<file path="src/rtl/ifq_pkg.sv">
// Shared widths, defaults and the queue entry layout for the instruction fetch queue.
package ifq_pkg;
  localparam int          WL            = 32;
  localparam int          DEPTH_DEFAULT = 4;
  localparam logic [31:0] NOP_INSTR     = 32'h0;

  typedef struct packed {
    logic [WL-1:0] instr;
    logic [WL-1:0] pcp1;
  } ifq_entry_t;
endpackage

</file>
<file path="src/rtl/ifetch_queue_if.sv">
// Fetch-side bus bundle: redirect, instruction memory handshake and decode-side head.
interface ifetch_queue_if;
  import ifq_pkg::*;
  logic          redirect;
  logic [WL-1:0] redirect_pc;
  logic          im_req;
  logic [WL-1:0] im_addr;
  logic          im_gnt;
  logic          im_rvalid;
  logic [WL-1:0] im_rdata;
  logic          instr_valid;
  logic [WL-1:0] instr;
  logic [WL-1:0] pcp1;
  logic          dec_ready;

  modport master (
    input  redirect, redirect_pc, im_gnt, im_rvalid, im_rdata, dec_ready,
    output im_req, im_addr, instr_valid, instr, pcp1
  );
  modport slave (
    output redirect, redirect_pc, im_gnt, im_rvalid, im_rdata, dec_ready,
    input  im_req, im_addr, instr_valid, instr, pcp1
  );
endinterface

</file>
<file path="src/rtl/ifq_fifo.sv">
// Circular buffer of fetched {instr, pcp1} entries with synchronous clear.
module ifq_fifo
  import ifq_pkg::*;
#(
  parameter int DEPTH = DEPTH_DEFAULT
) (
  input  logic                   clk,
  input  logic                   clr_i,
  input  logic                   push_i,
  input  ifq_entry_t             wdata_i,
  input  logic                   pop_i,
  output ifq_entry_t             rdata_o,
  output logic [$clog2(DEPTH):0] count_o
);
  localparam int AW = $clog2(DEPTH);
  localparam int CW = AW + 1;

  ifq_entry_t      mem_q [DEPTH];
  logic [AW-1:0]   wptr_q, rptr_q;
  logic [CW-1:0]   count_q;
  logic            full;

  assign full = (count_q == CW'(DEPTH));

  // Pointers wrap naturally because DEPTH is a power of two.
  always_ff @(posedge clk) begin
    if (clr_i) begin
      wptr_q  <= '0;
      rptr_q  <= '0;
      count_q <= '0;
    end else begin
      if (push_i) wptr_q <= wptr_q + AW'(1);
      if (pop_i)  rptr_q <= rptr_q + AW'(1);
      case ({push_i, pop_i})
        2'b10:   count_q <= count_q + CW'(1);
        2'b01:   count_q <= count_q - CW'(1);
        default: count_q <= count_q;
      endcase
    end
  end

  always_ff @(posedge clk) begin
    if (push_i && !clr_i) mem_q[wptr_q] <= wdata_i;
  end

  assign rdata_o = mem_q[rptr_q];
  assign count_o = count_q;

  a_no_overflow: assert property (@(posedge clk) disable iff (clr_i)
    !(push_i && !pop_i && full));
endmodule

</file>
<file path="src/rtl/ifetch_queue.sv">
// Instruction fetch unit with a small prefetch queue and redirect flush.
// Optional IFETCH_QUEUE_PERF_EN adds saturating fetched/flushed counters.
module ifetch_queue
  import ifq_pkg::*;
#(
  parameter int            DEPTH    = DEPTH_DEFAULT,
  parameter logic [WL-1:0] RESET_PC = 32'h0
) (
  input  logic            CLK,
  input  logic            RST,
  ifetch_queue_if.master  bus
`ifdef IFETCH_QUEUE_PERF_EN
  ,
  output logic [WL-1:0]   perf_fetched,
  output logic [WL-1:0]   perf_flushed
`endif
);
  localparam int CW = $clog2(DEPTH) + 1;

  logic [WL-1:0] fpc_q, fpc_d;
  logic [WL-1:0] req_addr_q;
  logic          inflight_q, inflight_d;
  logic [CW-1:0] count, used;
  logic          grant, push, pop, clr;
  ifq_entry_t    wentry, head;

  // The outstanding request holds a slot so a full queue can never be overrun.
  assign used        = count + CW'(inflight_q);
  assign bus.im_req  = RST && !bus.redirect && (used < CW'(DEPTH));
  assign bus.im_addr = fpc_q;
  assign grant       = bus.im_req && bus.im_gnt;

  always_comb begin
    fpc_d      = fpc_q;
    inflight_d = 1'b0;
    if (bus.redirect) begin
      fpc_d = bus.redirect_pc;
    end else if (grant) begin
      fpc_d      = fpc_q + 32'd1;
      inflight_d = 1'b1;
    end
  end

  always_ff @(posedge CLK) begin
    if (!RST) begin
      fpc_q      <= RESET_PC;
      inflight_q <= 1'b0;
    end else begin
      fpc_q      <= fpc_d;
      inflight_q <= inflight_d;
    end
  end

  always_ff @(posedge CLK) begin
    if (grant) req_addr_q <= fpc_q;
  end

  // A response racing a redirect belongs to the old stream and is dropped.
  assign push   = RST && bus.im_rvalid && inflight_q && !bus.redirect;
  assign pop    = RST && bus.instr_valid && bus.dec_ready && !bus.redirect;
  assign clr    = !RST || bus.redirect;
  assign wentry = '{instr: bus.im_rdata, pcp1: req_addr_q + 32'd1};

  ifq_fifo #(.DEPTH(DEPTH)) u_fifo (
    .clk     (CLK),
    .clr_i   (clr),
    .push_i  (push),
    .wdata_i (wentry),
    .pop_i   (pop),
    .rdata_o (head),
    .count_o (count)
  );

  assign bus.instr_valid = (count != '0);
  assign bus.instr       = bus.instr_valid ? head.instr : NOP_INSTR;
  assign bus.pcp1        = bus.instr_valid ? head.pcp1  : '0;

`ifdef IFETCH_QUEUE_PERF_EN
  logic [WL-1:0] perf_fetched_q, perf_fetched_d;
  logic [WL-1:0] perf_flushed_q, perf_flushed_d;

  function automatic logic [WL-1:0] sat_add(input logic [WL-1:0] a, input logic [WL-1:0] b);
    logic [WL:0] s;
    s = {1'b0, a} + {1'b0, b};
    return s[WL] ? '1 : s[WL-1:0];
  endfunction

  always_comb begin
    perf_fetched_d = perf_fetched_q;
    perf_flushed_d = perf_flushed_q;
    if (push)         perf_fetched_d = sat_add(perf_fetched_q, 32'd1);
    if (bus.redirect) perf_flushed_d = sat_add(perf_flushed_q, WL'(count) + WL'(inflight_q));
  end

  always_ff @(posedge CLK) begin
    if (!RST) begin
      perf_fetched_q <= '0;
      perf_flushed_q <= '0;
    end else begin
      perf_fetched_q <= perf_fetched_d;
      perf_flushed_q <= perf_flushed_d;
    end
  end

  assign perf_fetched = perf_fetched_q;
  assign perf_flushed = perf_flushed_q;
`endif
endmodule

</file>
<file path="src/flat_wrapper.sv">
// flat-port wrapper written by rule: the top's interface ports become plain ports
module ifetch_queue_flat import ifq_pkg::*;
#(
  parameter int            DEPTH    = DEPTH_DEFAULT,
  parameter logic [WL-1:0] RESET_PC = 32'h0
)
  (CLK, RST, bus_redirect, bus_redirect_pc, bus_im_gnt, bus_im_rvalid, bus_im_rdata, bus_dec_ready, bus_im_req, bus_im_addr, bus_instr_valid, bus_instr, bus_pcp1);
  ifetch_queue_if bus_i ();
  input  logic CLK;
  input  logic RST;
  input wire logic [$bits(bus_i.redirect)-1:0] bus_redirect;
  input wire logic [$bits(bus_i.redirect_pc)-1:0] bus_redirect_pc;
  input wire logic [$bits(bus_i.im_gnt)-1:0] bus_im_gnt;
  input wire logic [$bits(bus_i.im_rvalid)-1:0] bus_im_rvalid;
  input wire logic [$bits(bus_i.im_rdata)-1:0] bus_im_rdata;
  input wire logic [$bits(bus_i.dec_ready)-1:0] bus_dec_ready;
  output wire logic [$bits(bus_i.im_req)-1:0] bus_im_req;
  output wire logic [$bits(bus_i.im_addr)-1:0] bus_im_addr;
  output wire logic [$bits(bus_i.instr_valid)-1:0] bus_instr_valid;
  output wire logic [$bits(bus_i.instr)-1:0] bus_instr;
  output wire logic [$bits(bus_i.pcp1)-1:0] bus_pcp1;
  assign bus_i.redirect = bus_redirect;
  assign bus_i.redirect_pc = bus_redirect_pc;
  assign bus_i.im_gnt = bus_im_gnt;
  assign bus_i.im_rvalid = bus_im_rvalid;
  assign bus_i.im_rdata = bus_im_rdata;
  assign bus_i.dec_ready = bus_dec_ready;
  assign bus_im_req = bus_i.im_req;
  assign bus_im_addr = bus_i.im_addr;
  assign bus_instr_valid = bus_i.instr_valid;
  assign bus_instr = bus_i.instr;
  assign bus_pcp1 = bus_i.pcp1;
  ifetch_queue #(.DEPTH(DEPTH), .RESET_PC(RESET_PC)) u_core (.CLK(CLK), .RST(RST), .bus(bus_i));
endmodule
</file>
<file path="config.mk">
export PLATFORM = sky130hd
export DESIGN_NAME = ifetch_queue_flat
export DESIGN_NICKNAME = d
export VERILOG_FILES = /design/src/rtl/ifq_pkg.sv /design/src/rtl/ifetch_queue_if.sv /design/src/rtl/ifq_fifo.sv /design/src/rtl/ifetch_queue.sv /design/src/flat_wrapper.sv
export SDC_FILE = /design/constraint.sdc
export NUM_CORES = 1
export LEC_CHECK = 0
export ABC_CLOCK_PERIOD_IN_PS = 6900
export CAP_MARGIN = 10
export CORE_ASPECT_RATIO = 0.6
export CORE_MARGIN = 2
export CORE_UTILIZATION = 60
export CTS_CLUSTER_SIZE = 24
export DETAILED_ROUTE_END_ITERATION = 16
export HOLD_SLACK_MARGIN = 0.12
export PLACE_DENSITY_LB_ADDON = 0.2
export SLEW_MARGIN = 10
export SYNTH_ARGS = -nofsm -noshare
export SYNTH_HDL_FRONTEND = slang
export SYNTH_SLANG_ARGS = --single-unit
</file>
<file path="constraint.sdc">
create_clock -name CLK -period 6.9 [get_ports CLK]
set_input_delay 1.035 -clock CLK [delete_from_list [all_inputs] [get_ports CLK]]
set_output_delay 1.035 -clock CLK [all_outputs]
set_load 0.05 [all_outputs]
</file>
==> flow_metrics.env <==
export IMPL_ys_async_sr_fraction=0
export IMPL_crit_chain="clkdlybuf4s50_1 -> buf_4 -> inv_1 -> nand2_1 -> nor2_1 -> clkdlybuf4s50_1"
export IMPL_routed_via_density=6.14
export IMPL_finalSetupTns_ns=0
export IMPL_fmax_mhz=211
export IMPL_peakVddDrop_uv=181
export IMPL_cp_slowest_cell="clkdlybuf4s50_1"
export IMPL_ff2ff_path_depth=8
export IMPL_clock_power_share=0.386
export IMPL_fillers=1372
export IMPL_slowest_delay_ns=0.82
export IMPL_design_area_um2=16400
export IMPL_syn_nets=915
export IMPL_synth_top_area_frac=0.639
export IMPL_grt_max_degree=67
export IMPL_clock_latency_ns=0.54
export IMPL_finalNetCount=1081
export IMPL_slew_violations=0
export IMPL_path_class="in -> out"
export IMPL_ys_warn_count=0
export IMPL_drc=0
export IMPL_cap_violations=0
export IMPL_top_usage_layer="met2"
export IMPL_die_height_um=120
export IMPL_worstPathMaxFanout=37
export IMPL_num_vias=8030
export IMPL_drt_first_pass_iters=5
export IMPL_crit_top_cell="clkdlybuf4s50_1"
export IMPL_dieArea_um2=23800
export IMPL_dpl_cell_area_um2=15500
export IMPL_powerDensity_nw_per_um2=239
export IMPL_timing_rr_end="u_core.u_fifo.count_o[2]"
export IMPL_row_count=42
export IMPL_rsz0062_at_grt="false"
export IMPL_synth_seq_cells=330
export IMPL_end_kind="primary output"
export IMPL_min_to="u_core.req_addr_q[31]"
export IMPL_ys_top_cells_by_count="edfxtp_1, and2_1, mux4_2"
export IMPL_io_pins=168
export IMPL_min_path_type="reg -> reg"
export IMPL_gp_congestion=0.849
export IMPL_synth_most_common_cell="edfxtp_1"
export IMPL_synthTopCellsByArea="edfxtp_1, mux4_2, dfxtp_1, and2_1, xnor2_1"
export IMPL_total_power_uw=3900
export IMPL_syn_area_per_cell_um2=16.2
export IMPL_worst_pin_slew_ns=1.11
export IMPL_cts_clk_slew_worst_paths_ns=0.07
export IMPL_p_sw_frac=0.207
export IMPL_p_switching_uw=806
export IMPL_clockBufferDepth=3
export IMPL_initialDrtViolationCount=804
export IMPL_setup_viol=0
export IMPL_slew_headroom=0.261
export IMPL_clockRootBuffer="clkbuf_16"
export IMPL_grt_usage=0.246
export IMPL_met3_usage=0.0388
export IMPL_fin_skew_ns=0.0139
export IMPL_r2r_start="u_core.u_fifo.count_o[2]"
export IMPL_diodes=0
export IMPL_grt_use_met1=0.378
export IMPL_cts_tree="built"
export IMPL_holdBufCountCts=0
export IMPL_power_leakage_uw=0.00523
export IMPL_cts_resized=0
export IMPL_critPathLaunchType="input pin"
export IMPL_combPwrFrac=0.047
export IMPL_drive_above_1_share=0.126
export IMPL_status="finished, final reports clean"
export IMPL_chipWidth_um=198
export IMPL_seq_power_share=0.567
export IMPL_cts_setup_buffers=0
export IMPL_core_area_um2=22100
export IMPL_whs_ns=0.480
export IMPL_r2r_setup_slack_ns=3.86
export IMPL_grt_pass1_wl_um=44600
export IMPL_routed_wirelength_um=29000
export IMPL_syn_area_um2=13500
export IMPL_antenna_found_initial=0
export IMPL_dpl_hpwl_um=17800
export IMPL_port_buffers=167
export IMPL_gr_total_overflow=0
export IMPL_syn2layout_area_growth_pct=20.8
export IMPL_yosysSeqAreaShare=0.701
export IMPL_clock_sinks=330
export IMPL_wire_per_inst_um=22.2
export IMPL_hold_violations=0
export IMPL_ys_flop_type="edfxtp_1"
export IMPL_htree_num_levels=1
export IMPL_yosys_area_top_type="edfxtp_1"
export IMPL_critPathRequiredTime_ns=5.86
export IMPL_yosysUniqueCellTypes=49
export IMPL_synth_cells=837
export IMPL_fin_crit_sh=0.688
export IMPL_min_delay_start="u_core.bus.im_addr[31]"
export IMPL_cell_internal_pwr_uw=3100
export IMPL_critical_path_arrival_ns=3.71
export IMPL_holdPathStages=0
export IMPL_first_global_vias=7849
export IMPL_grtUsageMet2=0.385
export IMPL_start_util=0.614
export IMPL_ant_nets=0
export IMPL_period_minus_slack_ns=4.75
export IMPL_synth_edf_count=288
export IMPL_cts_buffers=28
==> layout by cell type, fill, tap and decap left out, types with 18 or more instances in the layout <==
cell type          n
a21oi_1           31
dfxtp_1           40
clkdlybuf4s50_1  167
and2_1            68
nor2_1            36
clkbuf_16         29
edfxtp_1         288
nand3_1           32
xnor2_1           22
mux4_2            64
nand2_1           38
inv_1             19
xor2_1            18
nand4_1           19
==> cells by family (layout without fill, tap and decap cells) <==
logic type      Yosys count  count (layout)  share of synthesized area
compound gates           76              76                     0.0334
xor+xnor                 40              40                     0.0259
fa+ha+maj                 8               8                    0.00795
buf+inv                  62             246                     0.0182
flops                   330             330                      0.701
mux                      68              68                      0.110
simple gates            253             253                      0.104
==> state kept, by name, indices dropped and copies added (netlist names), named ones only <==
register,cells
u_core.bus.im_addr,32
u_core.inflight_q,1
u_core.req_addr_q,32
u_core.u_fifo.count_o,3
u_core.u_fifo.mem_q,256
u_core.u_fifo.rptr_q,2
u_core.u_fifo.wptr_q,2
==> worst max-delay path: cells and delay by family <==
kind                   cells  cell delay [ns]
buffers and inverters      4             2.04
AND/OR/NAND/NOR            2             0.62
==> per-layer routing <==
layer,part of all wire,wire length (µm)
met1,0.45,13100
met2,0.47,13600
met3,0.063,1840
met4,0.017,482
met5,0,0
==> area by class of cell <==
class	count	area, µm²	area share
clock inverter	14	115	0.00704
clock buffer	34	744	0.0455
inverter	20	75.1	0.00459
multi-input combinational	445	3820	0.233
timing repair buffer	178	1750	0.107
sequential	330	9490	0.580
tap	286	358	0.0219
==> metrics by stage <==
step / util / worst slack (ns) / instances
after detailed placement: 0.702 / 2.10 / 1259
after floorplan: - / 3.24 / 837
after global placement: 0.702 / 2.20 / 1259
after CTS: 0.741 / 2.15 / 1307
final: 0.741 / 2.15 / 1307
after global routing: 0.741 / 2.03 / 1307
==> worst max path at each step <==
stage	start	end	slack, ns	cells after the start
after floorplan	bus_redirect	u_core.u_fifo.mem_q[0][0]	3.24	6
after global placement	bus_redirect	u_core.u_fifo.mem_q[1][40]	2.20	7
after detailed placement	bus_redirect	u_core.u_fifo.mem_q[1][34]	2.10	7
after CTS	bus_redirect	bus_im_req	2.15	6
after global routing	bus_redirect	bus_im_req	2.03	6
final	bus_redirect	bus_im_req	2.15	6
==> power groups by stage <==
stage	combinational (µW)	clock (µW)	sequential, µW
after floorplan	54.1	0	2290
after global placement	178	0	2250
after detailed placement	182	0	2250
after CTS	183	1530	2210
after global routing	194	1600	2210
final	183	1510	2210
Power figures use the tool's default switching activity.
